[src/rtl/instr_fetch_queue.sv]
// Instruction fetch stage: owns the fetch PC, keeps one imem request in flight and queues returned words for decode.
// Optional same-cycle bypass of an acked word to an empty queue head is enabled by defining IFQ_BYPASS_EN.
module instr_fetch_queue #(
    parameter int          DEPTH    = 2,
    parameter logic [31:0] RESET_PC = 32'h0000_0000
) (
    input  logic        clk,
    input  logic        reset,
    output logic        imem_req,
    output logic [31:0] imem_addr,
    input  logic        imem_ack,
    input  logic [31:0] imem_rdata,
    input  logic        redirect,
    input  logic [31:0] redirect_pc,
    output logic        instr_valid,
    output logic [31:0] instrCode,
    output logic [31:0] instr_pc,
    input  logic        instr_ready
);

    localparam int PW = $clog2(DEPTH);
    localparam int CW = PW + 1;
    localparam logic [CW-1:0] DEPTH_C = CW'(DEPTH);

    typedef enum logic [1:0] {
        IDLE,
        REQ,
        DISCARD
    } state_t;

    state_t        state_q;
    logic [31:0]   fetchPc_q;
    logic [31:0]   imemAddr_q;
    logic [CW-1:0] count_q;
    logic [PW-1:0] rdPtr_q;
    logic [PW-1:0] wrPtr_q;
    logic [31:0]   pcMem_q   [DEPTH];
    logic [31:0]   wordMem_q [DEPTH];

    logic [31:0]   target;
    logic          queueValid;
    logic          reqAck;
    logic          bypass;
    logic          push;
    logic          pop;
    logic [CW-1:0] count_d;
    logic          room;

    assign target     = redirect_pc & 32'hFFFF_FFFC;
    assign queueValid = (count_q != '0);
    assign reqAck     = imem_ack && (state_q == REQ);

`ifdef IFQ_BYPASS_EN
    assign bypass = !queueValid && reqAck && !redirect;
`else
    assign bypass = 1'b0;
`endif

    // A bypassed word that decode accepts immediately never occupies a slot.
    assign push    = reqAck && !redirect && !(bypass && instr_ready);
    assign pop     = queueValid && instr_ready;
    assign count_d = count_q + CW'(push) - CW'(pop);
    assign room    = (count_d < DEPTH_C);

    always_ff @(posedge clk or negedge reset) begin
        if (!reset) begin
            state_q    <= IDLE;
            fetchPc_q  <= RESET_PC;
            imemAddr_q <= RESET_PC;
            count_q    <= '0;
            rdPtr_q    <= '0;
            wrPtr_q    <= '0;
            for (int i = 0; i < DEPTH; i++) begin
                pcMem_q[i]   <= '0;
                wordMem_q[i] <= '0;
            end
        end else begin
            // Redirect flushes the queue outright; any same-cycle pop or push is moot.
            if (redirect) begin
                count_q <= '0;
                rdPtr_q <= '0;
                wrPtr_q <= '0;
            end else begin
                count_q <= count_d;
                if (push) begin
                    pcMem_q[wrPtr_q]   <= imemAddr_q;
                    wordMem_q[wrPtr_q] <= imem_rdata;
                    wrPtr_q            <= wrPtr_q + PW'(1);
                end
                if (pop) begin
                    rdPtr_q <= rdPtr_q + PW'(1);
                end
            end

            case (state_q)
                IDLE: begin
                    if (redirect) begin
                        imemAddr_q <= target;
                        fetchPc_q  <= target + 32'd4;
                        state_q    <= REQ;
                    end else if (room) begin
                        imemAddr_q <= fetchPc_q;
                        fetchPc_q  <= fetchPc_q + 32'd4;
                        state_q    <= REQ;
                    end
                end
                REQ: begin
                    if (imem_ack) begin
                        if (redirect) begin
                            imemAddr_q <= target;
                            fetchPc_q  <= target + 32'd4;
                            state_q    <= REQ;
                        end else if (room) begin
                            imemAddr_q <= fetchPc_q;
                            fetchPc_q  <= fetchPc_q + 32'd4;
                            state_q    <= REQ;
                        end else begin
                            state_q <= IDLE;
                        end
                    end else if (redirect) begin
                        // The outstanding address must stay put; its response gets dropped later.
                        fetchPc_q <= target;
                        state_q   <= DISCARD;
                    end
                end
                DISCARD: begin
                    if (imem_ack) begin
                        if (redirect) begin
                            imemAddr_q <= target;
                            fetchPc_q  <= target + 32'd4;
                        end else begin
                            imemAddr_q <= fetchPc_q;
                            fetchPc_q  <= fetchPc_q + 32'd4;
                        end
                        state_q <= REQ;
                    end else if (redirect) begin
                        fetchPc_q <= target;
                    end
                end
                default: begin
                    state_q <= IDLE;
                end
            endcase
        end
    end

    assign imem_req    = (state_q == REQ) || (state_q == DISCARD);
    assign imem_addr   = imemAddr_q;
    assign instr_valid = queueValid || bypass;
    assign instrCode   = bypass ? imem_rdata : wordMem_q[rdPtr_q];
    assign instr_pc    = bypass ? imemAddr_q : pcMem_q[rdPtr_q];

endmodule

[config.mk]
export PLATFORM = sky130hd
export DESIGN_NAME = instr_fetch_queue
export DESIGN_NICKNAME = d
export VERILOG_FILES = /design/src/rtl/instr_fetch_queue.sv
export SDC_FILE = /design/constraint.sdc
export NUM_CORES = 1
export LEC_CHECK = 0
export CAP_MARGIN = 20
export CORE_ASPECT_RATIO = 1.2
export CORE_MARGIN = 1.5
export CORE_UTILIZATION = 50
export CTS_CLUSTER_SIZE = 24
export DETAILED_ROUTE_END_ITERATION = 6
export GPL_TIMING_DRIVEN = 0
export MAX_ROUTING_LAYER = met4
export PLACE_DENSITY_LB_ADDON = 0.05
export SLEW_MARGIN = 40
export SYNTH_ARGS = -nofsm -noshare
export SYNTH_HDL_FRONTEND = slang
export SYNTH_SLANG_ARGS = --single-unit
[constraint.sdc]
create_clock -name clk -period 3.3 [get_ports clk]
set_clock_uncertainty 0.1 [all_clocks]
set_input_delay 0.66 -clock clk [delete_from_list [all_inputs] [get_ports clk]]
set_output_delay 0.66 -clock clk [all_outputs]
set_load 0.02 [all_outputs]
==> results.yml, run 1 <==
grt:
  grt_pass1_vias: 10470
  grt_max_degree: 71
  grt-ovfl-total: 0
  grt_pass1_wl_mm: 63.89
  antenna_found_initial: 1
  grt_usage: 0.3644
worst_setup_path:
  crit_arrival_ps: 3520
  crit_fanout: 6
  critical_path_class: "input port to flip-flop"
  required_ps: 3550
  cp-start-kind: "input port"
  end_kind: "flip-flop"
pwr:
  p_per_area_mw_per_mm2: 989.5
  p_leak_nw: 6.125
  power_mw: 14.53
  ir_worst_vdd_uv: 538.0
die:
  ios: 167
  initial_core_util: 0.5099
  design.die.area_mm2: 0.02460
  core_mm2: 0.02320
  die_w_um: 143.4
  rows: 61
  die_h_um: 171.5
final_layout:
  final_util: 0.6330
  drive_gt1_frac: 0.2529
  fin_nets: 1433
  areaGrowthSynthToFinish_pct: 24.16
  final-instance-count-excl-fill: 1684
clock_tree:
  cts.reportedPaths.clkPinSlew_ps: 80
  clk_path_buf_depth: 2
  clock-sinks: 198
  cts_tree: "built"
  clk_root_buffer_cell: "clkbuf_16"
  htreeDepth: 4
  clkLatencyLatePin_ps: 460
  cts_buffers: 17
synth:
  synthesis.area_mm2: 0.01183
  synthTopCellsByArea: "dfrtp_1 (42%), mux2_2 (20%), o21ai_0 (3.5%)"
  synth_seq_cells: 198
  yosysWarnings: 0
  synth_cell_types: 78
  synth_edf_count: 0
  synth_top_area_share: 0.4188
  synthArstFlopShare: 1.000
  syn_avg_cell_area_um2: 10.15
  synth.largest_area_cell: "dfrtp_1"
  syn_inst: 1165
  synth_nets: 1243
  seq_area_frac_synth: 0.4188
  synth_flop_cell: "dfrtp_1"
run:
  drv_cap: 0
detailed_routing:
  routed_wl_mm: 42.92
  detail-route-antenna-nets: 0
  vias: 10810
  firstDrtPassIters: 6
  wl_per_cell_um: 25.49
  drtIter0Drc: 956
  drt_drc_violations_left: 0
  viasPerCell: 6.416
worst_hold_path:
  hold_class: "input port to async pin"
place:
  port_buffers: 161
  dp.cells: 1643
  hpwl_mm: 30.99
  gp_congestion: 1.050
timing:
  setup_viol: 0
  slew_violations: 0
  final.min_clock_period_ps: 3273
  max_freq_mhz: 305.6
  hold_viol_final: 0
  finalCritPeriodShare: 0.9917
  rsz0062_at_grt: "true"
  maxSlewHeadroom: 0.3486
  worst_pin_slew_ps: 977.1
status:
  status: "complete, no violations"
[layer usage]
layer  vias to the layer above  GRT usage  share of wire
li1                       4678          -              -
met1                      5278     0.4458           0.38
met2                       670     0.5677           0.46
met3                       179    0.06765          0.095
met4                         0     0.2045          0.064
met5                         -          -              0
[placed cells by master, fill, tap and decap left out, types with 30 or more instances in the layout]
cell type        netlist  layout
mux2_2               214     214
buf_2                 30      30
nor2_1                56      54
nand2_1               99      98
a21oi_1               46      45
clkbuf_1              57      39
nand3_1               36      35
clkdlybuf4s50_1        0     159
o21ai_0               82      82
dfrtp_1              198     197
[through the flow]
stage	setup slack (ps)	TNS, ps	area [um^2]	hold WS (ps)
6_report	27.40	0	14690	46.15
3_3_place_gp	-7019	-1524420	13840	369.4
3_5_place_dp	-1792	-123100	13910	381.5
4_1_cts	13.42	0	14630	67.57
5_1_grt	-3.266	-3.266	14690	98.75
2_1_floorplan	235.5	0	11830	264.4
[Yosys cell counts (all sizes together) (5+ instances only)]
cell type,n
o21ai,85
nand3,38
a31oi,16
mux2i,22
xor2,14
nand2,100
or4,6
dfrtp,198
or3,5
nor4,22
clkbuf,58
buf,34
o31ai,7
o211ai,11
ha,9
a211oi,11
a22oi,10
mux2,214
nand4,26
nor2,56
nor3,19
and3,12
xnor2,25
inv,14
nor2b,5
a21oi,46
and2,16
a21o,5
[worst max-delay path: stages]
cell and delay, ps:
clkdlybuf4s50_1 650, ha_1 320, nand4_1 340, or2_2 470, nor4_2 470, xnor2_1 180, nand2_1 70, a221o_1 350
[timing repair]
action / 4_1_cts / 5_1_grt
buffers inserted: 6 / 3
endpoints found under the hold margin: 0 / 0
pin swaps: 1 / 5
endpoints found under the setup margin: 115 / 32
hold buffers: 0 / 0
gates resized for setup: 33 / 19
[worst paths after layout]
kind | from | to | slack [ps] | depth (start not counted)
min reg2reg | fetchPc_q[1] | fetchPc_q[1] | 400 | 1
min | reset | wordMem_q[40] | 50 | 1
max reg2reg | state_q[1] | fetchPc_q[6] | 100 | 14
max | redirect_pc[3] | fetchPc_q[24] | 30 | 8
min in group clk | fetchPc_q[1] | fetchPc_q[1] | 400 | 1
max in group asynchronous | reset | pcMem_q[48] | 2280 | 2
[cell families (layout without fill, tap and decap cells)]
kind of cell / after synthesis / count (layout) / share of synthesized area
multiplexers: 236 / 236 / 0.2223
AND/OR/NAND/NOR: 319 / 319 / 0.1400
flip-flops: 198 / 198 / 0.4188
XOR/XNOR: 41 / 41 / 0.03279
other: 0 / 1 / 0
adder cells (fa/ha/maj): 9 / 9 / 0.009519
AO/OA/AOI/OAI: 253 / 253 / 0.1380
buffers and inverters: 109 / 312 / 0.03850
[report_power, final]
part	switching [mW]	total, mW	internal, mW
combinational	4.59	8.26	3.67
sequential	0.692	4.19	3.50
clock	0.987	2.09	1.10
[state kept, by name, indices dropped and copies added (netlist names)]
name,count
pcMem_q,64
wordMem_q,64
fetchPc_q,32
imem_addr,32
count_q,2
state_q,2
rdPtr_q,1
wrPtr_q,1
[cell type report]
class                           count  area, um^2
Fill cell                        2013        8514
Multi-Input combinational cell    858        6518
Sequential cell                   198        4956
Timing Repair Buffer              172        1742
Clock buffer                       21       460.4
Buffer                             91       432.9
Tap cell                          315       394.1
Clock inverter                     11       113.9
Inverter                           17       68.82
Antenna cell                        1       2.502
(Power assumes the default switching activity.)
==> inputs of run 2 (changes only) <==
ABC_AREA = 1   (was not set)
HOLD_SLACK_MARGIN = 0.03   (was not set)
SLEW_MARGIN = 20   (was 40)
==> run 2 against run 1 <==
  * First-iteration DRC count rose by 26%
  * Combinational power fell by 6.9%
  * Via count increased by 18%
  * Sequential power rose by 3%
  * Count of clock-buffer cells in the layout unchanged
  * Area after synthesis is 0.95% higher
  * Global-route usage increased by 0.16 points
  * Critical path type is now flip-flop to primary output
  * Critical endpoint is now instrCode[11]
  * Largest cell class unchanged
==> results.yml, run 2 <==
synth:
  synthesis.area_mm2: 0.01194
  synth_commonest_cells: "nand2_1 (685), o21ai_0 (214), dfrtp_1 (198), inv_1 (178), nor2_1 (152)"
  synthArstFlopShare: 1.000
  synth.largest_area_cell: "dfrtp_1"
  seq_area_frac_synth: 0.4149
  synth_flop_cell: "dfrtp_1"
  synth_edf_count: 0
  synth_top_area_share: 0.4149
  yosysWarnings: 0
  synth_nets: 1887
  synthTopCellsByArea: "dfrtp_1 (41%), nand2_1 (22%), o21ai_0 (9.0%)"
  syn_avg_cell_area_um2: 6.602
  synth_cell_types: 39
  synth_most_common_cell: "nand2_1"
  synth_seq_cells: 198
  syn_inst: 1809
worst_setup_path:
  crit_arrival_ps: 2380
  required_ps: 2540
  crit_end: "instrCode[11]"
  end_kind: "primary output"
  cpMaxStageDelayCell: "clkdlybuf4s50_1"
  cpPeakStageDelay_ps: 600
  r2r_cells: 18
  cp_cell_sequence: "inv_1 > clkbuf_1 > nand2_1 > nand2_1 > clkdlybuf4s50_1"
  crit_fanout: 12
  r2r_end: "fetchPc_q[28]"
  cp-startpoint: "rdPtr_q"
  timing.rr.start: "state_q[1]"
  cp-start-kind: "flip-flop"
  rrSetupSlack_ps: 190
  cp_common_cell: "nand2_1"
  critical_path_class: "flip-flop to primary output"
timing:
  rsz0062_at_grt: "false"
  tns_ps: 0
  maxSlewHeadroom: 0.4103
  slew_violations: 0
  finalCritPeriodShare: 0.9513
  final.min_clock_period_ps: 3139
  hold_viol_final: 0
  max_freq_mhz: 318.5
  setup_viol: 0
  worst_pin_slew_ps: 884.6
grt:
  grt_pass1_wl_mm: 65.27
  grt-ovfl-total: 0
  antenna_found_initial: 0
  grt_pass1_vias: 11850
  grt_max_degree: 93
  grt_usage: 0.3660
detailed_routing:
  wl_per_cell_um: 18.74
  vias: 12770
  firstDrtPassIters: 5
  top_layer: "met4"
  drtIter0Drc: 1209
  routed_wl_mm: 43.54
  drt_drc_violations_left: 0
  viasPerCell: 5.498
  wl_met3_mm: 3.222
  dr_wl_met2_mm: 20.89
  wl_met1_mm: 16.91
  detail-route-antenna-nets: 0
final_layout:
  fin_nets: 2073
  nFillCells: 2208
  largestRegisters: "pcMem_q (64), wordMem_q (64)"
  drive_gt1_frac: 0.04831
  areaGrowthSynthToFinish_pct: 23.06
  antenna_cells: 0
  layout_commonest_cell: "nand2_1"
  final-instance-count-excl-fill: 2323
  most-common-layout-cells: "nand2_1 (685), o21ai_0 (214), dfrtp_1 (198), inv_1 (177), clkdlybuf4s50_1 (162)"
  design_area_mm2: 0.01470
  final_util: 0.6313
die:
  ios: 167
  core_mm2: 0.02328
  die_w_um: 144.1
  die_h_um: 172.3
  initial_core_util: 0.5130
  design.die.area_mm2: 0.02483
  rows: 61
run:
  drv_cap: 0
clock_tree:
  cts_hold_buf: 0
  clkLatencyLatePin_ps: 450
  cts_buffers: 17
  htreeDepth: 4
  clock-sinks: 198
  cts_tree: "built"
  cts.reportedPaths.clkPinSlew_ps: 70
  clk_path_buf_depth: 2
  clk_root_buffer_cell: "clkbuf_16"
place:
  place_area_mm2: 0.01403
  port_buffers: 163
  hpwl_mm: 32.50
  dp.cells: 2289
  gp_congestion: 1.041
pwr:
  p_leak_nw: 7.306
  p_per_area_mw_per_mm2: 958.6
  ir_worst_vdd_uv: 414.0
  power_mw: 14.09
worst_hold_path:
  hold_class: "input port to async pin"
status:
  status: "complete, no violations"
==> run 2: cell count changes after synthesis, sizes merged, moves of 83 or more <==
| cell | delta |
|---|---|
| inv | +170 |
| mux2 | -214 |
| nand2 | +590 |
| nand3 | +83 |
| nor2 | +111 |
| o21ai | +165 |
==> run 2: power by group <==
group | switching, mW | internal, mW
combinational | 4.86 | 2.84
clock | 0.981 | 1.12
sequential | 0.782 | 3.52
total | 6.62 | 7.47
==> run 2: how the worst min path moves through the flow <==
stage                      startpoint  cells past startpoint  slack [ps]       endpoint
after floorplan                 reset                      0         260     count_q[0]
after global placement    pcMem_q[57]                      2         360    pcMem_q[57]
after detailed placement  pcMem_q[41]                      2         370    pcMem_q[41]
after CTS                       reset                      1          30  wordMem_q[37]
after global routing            reset                      1          30  wordMem_q[39]
final                           reset                      1          20  wordMem_q[37]
==> run 2: layout make-up <==
cell class | count | area (um^2) | area share
Buffer | 88 | 392.9 | 0.02673
Clock buffer | 21 | 470.5 | 0.03201
Clock inverter | 11 | 113.9 | 0.007747
Inverter | 184 | 693.2 | 0.04716
Multi-Input combinational cell | 1338 | 5963 | 0.4058
Sequential cell | 198 | 4955 | 0.3371
Tap cell | 315 | 394.1 | 0.02682
Timing Repair Buffer | 168 | 1714 | 0.1166
==> run 2: cell families after synthesis <==
logic type                 Yosys count  share of synthesized area
buffers and inverters              273                    0.08821
xor gates and xnor gates            14                    0.01027
adders and majority gates            9                   0.009429
and+or+nand+nor                    995                     0.3367
AOI/OAI and AO/OA                  320                     0.1405
DFF                                198                     0.4149
==> run 2: critical path, delay by kind of cell (launching register included) <==
| kind | cells | cell delay (ps) |
|---|---|---|
| buffers and inverters | 3 | 1370 |
| DFF | 1 | 370 |
| and+or+nand+nor | 2 | 200 |
==> run 2: metal layers <==
metal | GRT usage | vias up
met5 | - | -
met3 | 0.06259 | 150
met1 | 0.4263 | 5914
met2 | 0.5983 | 617
met4 | 0.2067 | 0
li1 | - | 6092
==> run 2: stage by stage <==
step	hold slack [ps]	setup slack (ps)
3_3_place_gp	364.7	-6842
4_1_cts	31.56	5.541
5_1_grt	32.38	2.217
3_5_place_dp	372.8	-502.4
6_report	17.15	160.6
2_1_floorplan	264.4	559.0
==> run 2: what timing repair did <==
action	4_1_cts	5_1_grt
gates cloned	0	0
pin swaps	1	2
resized for setup	3	32
setup endpoints to repair	53	113
setup buffers	1	2
==> inputs of run 3 (changes only) <==
CELL_PAD_IN_SITES_DETAIL_PLACEMENT = 0   (was not set)
CELL_PAD_IN_SITES_GLOBAL_PLACEMENT = 1   (was not set)
CORE_UTILIZATION = 46   (was 50)
DONT_BUFFER_PORTS = 1   (was not set)
==> run 3 against run 2 <==
  * The flow now finishes with violations (hold timing)
  * Sequential power is 5.6% higher
  * Largest cell class unchanged
  * Critical path type is now flip-flop to flip-flop
  * Via count down 8.0%
  * Sequential share of layout area rose by 4.3 points
  * Largest power group unchanged
  * Clock power up 6%
==> results.yml, run 3 (synthesized netlist as in run 2, its figures left out) <==
worst_setup_path:
  critical_path_class: "flip-flop to flip-flop"
  cp_cell_sequence: "inv_2 > ha_4 > nand2_1 > inv_2 > nand2_1 > ha_1 > inv_1 > ha_1 > inv_1 > nand2_1 > nand2_4 > inv_2 > nor2_4 > buf_4 > nand3_1 > nand4_1 > nand3_1 > a21oi_1 > nor2_1"
  required_ps: 3550
  cp_top_family: "simple AND/OR/NAND/NOR gates"
  cp-start-kind: "flip-flop"
  crit_buf_inv: 6
  cpPeakStageDelay_ps: 430
  timing.rr.start: "state_q[1]"
  crit_arrival_ps: 3410
  crit_fanout: 10
  cp-startpoint: "state_q[1]"
  end_kind: "flip-flop"
  cpMaxStageDelayCell: "dfrtp_1"
detailed_routing:
  routed_wl_mm: 43.16
  wl_per_cell_um: 19.85
  detail-route-antenna-nets: 0
  drtIter0Drc: 832
  vias: 11760
  firstDrtPassIters: 6
  drt_drc_violations_left: 0
  viasPerCell: 5.408
final_layout:
  nFillCells: 2708
  drive_gt1_frac: 0.04555
  antenna_cells: 0
  multi_input_area_mm2: 0.005963
  largestRegisters: "pcMem_q (64), wordMem_q (64)"
  areaGrowthSynthToFinish_pct: 9.199
  layout_commonest_cell: "nand2_1"
  regArea_mm2: 0.004955
  fin_nets: 1909
  most-common-layout-cells: "nand2_1 (684), o21ai_0 (214), dfrtp_1 (198), inv_1 (177), nor2_1 (152)"
timing:
  final.min_clock_period_ps: 3155
  worst_pin_slew_ps: 982.7
  max_freq_mhz: 316.9
  hold-worst-slack_ps: -195.5
  hold_viol_final: 198
  setup_ws_ps: 144.5
  slew_violations: 0
  setup_viol: 0
  finalCritPeriodShare: 0.9562
  rsz0062_at_grt: "false"
  tns_ps: 0
  maxSlewHeadroom: 0.3449
die:
  die_w_um: 150.1
  design.die.area_mm2: 0.02694
  rows: 64
  die_h_um: 179.5
  core_mm2: 0.02554
  initial_core_util: 0.4675
  ios: 167
pwr:
  clkPwrFrac: 0.174
  p_sw_mw: 6.335
  p_leak_nw: 6.659
  p_per_area_mw_per_mm2: 983.0
  combPwrFrac: 0.472
  ir_worst_vdd_uv: 385.5
  p_int_mw: 6.486
  p_seq_frac: 0.354
  p_sw_frac: 0.4941
status:
  failed_checks: "hold timing"
  status: "finished, violations left"
clock_tree:
  clkLatencyLatePin_ps: 450
  clk_path_buf_depth: 2
  cts_buffers: 17
  htreeDepth: 4
  cts_tree: "built"
  clk_root_buffer_cell: "clkbuf_16"
  cts.reportedPaths.clkPinSlew_ps: 80
  clock-sinks: 198
place:
  pre_cts_ws_ps: -302.6
  port_buffers: 0
  hpwl_mm: 32.42
  gp_congestion: 0.9881
grt:
  grt-ovfl-total: 0
  antenna_found_initial: 0
  grt_usage: 0.3367
  grt_pass1_wl_mm: 66.07
  grt_max_degree: 199
  grt_pass1_vias: 11130
run:
  drv_cap: 0
worst_hold_path:
  hold_class: "input port to async pin"
[run 3: cell types whose count changed in the layout (fill, tap and decap cells not counted), moves of 2 or more]
cell             previous run  this run
clkdlybuf4s50_1           162         0
clkbuf_1                   54        63
clkbuf_2                   11         2
buf_1                       7         9
buf_16                      2         0
bufinv_16                   1         3
clkbuf_8                    3         1
clkinv_2                    0         2
clkinv_4                    3         1
clkinvlp_4                  3         1
inv_8                       0         2
[run 3: layout make-up]
type	count	area share
timing repair buffer	3	0.001727
tap	330	0.03166
sequential	198	0.3799
buffer	89	0.02955
clock inverter	12	0.01266
clock buffer	20	0.03425
inverter	184	0.05296
multi-input combinational	1338	0.4573
[run 3: timing repair]
item | CTS | global route
buffers inserted | 1 | 2
hold endpoints to repair | 198 | 198
pin swaps | 1 | 2
endpoints found under the setup margin | 55 | 54
cloned | 0 | 0
resized for setup | 3 | 14
[run 3: final timing paths]
kind	end	slack [ps]	cells after the start
min in group clk	wordMem_q[60]	270	2
max	fetchPc_q[27]	140	19
max reg2reg	fetchPc_q[27]	140	19
min	wordMem_q[39]	-200	0
min reg2reg	pcMem_q[17]	390	2
max in group asynchronous	pcMem_q[5]	3020	0
[run 3: per-stage QoR]
stage / power [mW] / instance area [um^2] / utilization / cells / hold slack (ps)
after CTS: 12.74 / 12990 / 0.5086 / 2172 / -215.6
final: 12.82 / 13040 / 0.5105 / 2174 / -195.5
after global routing: 13.85 / 13040 / 0.5105 / 2174 / -219.2
after detailed placement: 10.47 / 12360 / 0.4837 / 2139 / 268.6
after floorplan: 8.719 / 11940 / - / 1809 / 264.4
after global placement: 10.37 / 12360 / 0.4837 / 2139 / 268.2
[run 3: power groups by stage]
stage	Combinational (mW)	Clock (mW)	Sequential (mW)
after floorplan	4.41	0	4.31
after global placement	5.82	0	4.54
after detailed placement	5.90	0	4.57
after CTS	5.95	2.25	4.53
after global routing	6.82	2.35	4.69
final	6.05	2.23	4.54
[run 3: worst register-to-register path: cells and delay by family, from the launching register on]
family                   cells  cell delay (ps)
AND/OR/NAND/NOR              9             1030
adder cells (fa/ha/maj)      3              670
buffers and inverters        6              650
flip-flops                   1              430
AO/OA/AOI/OAI                1              190
[run 3: layer usage]
| layer | vias up | global-route usage | part of all wire | wire [um] |
|---|---|---|---|---|
| li1 | 5747 | - | - | - |
| met1 | 5452 | 0.4071 | 0.41 | 17500 |
| met2 | 460 | 0.5448 | 0.48 | 20850 |
| met3 | 97 | 0.06396 | 0.068 | 2917 |
| met4 | 0 | 0.1443 | 0.044 | 1885 |
| met5 | - | - | 0 | 0 |
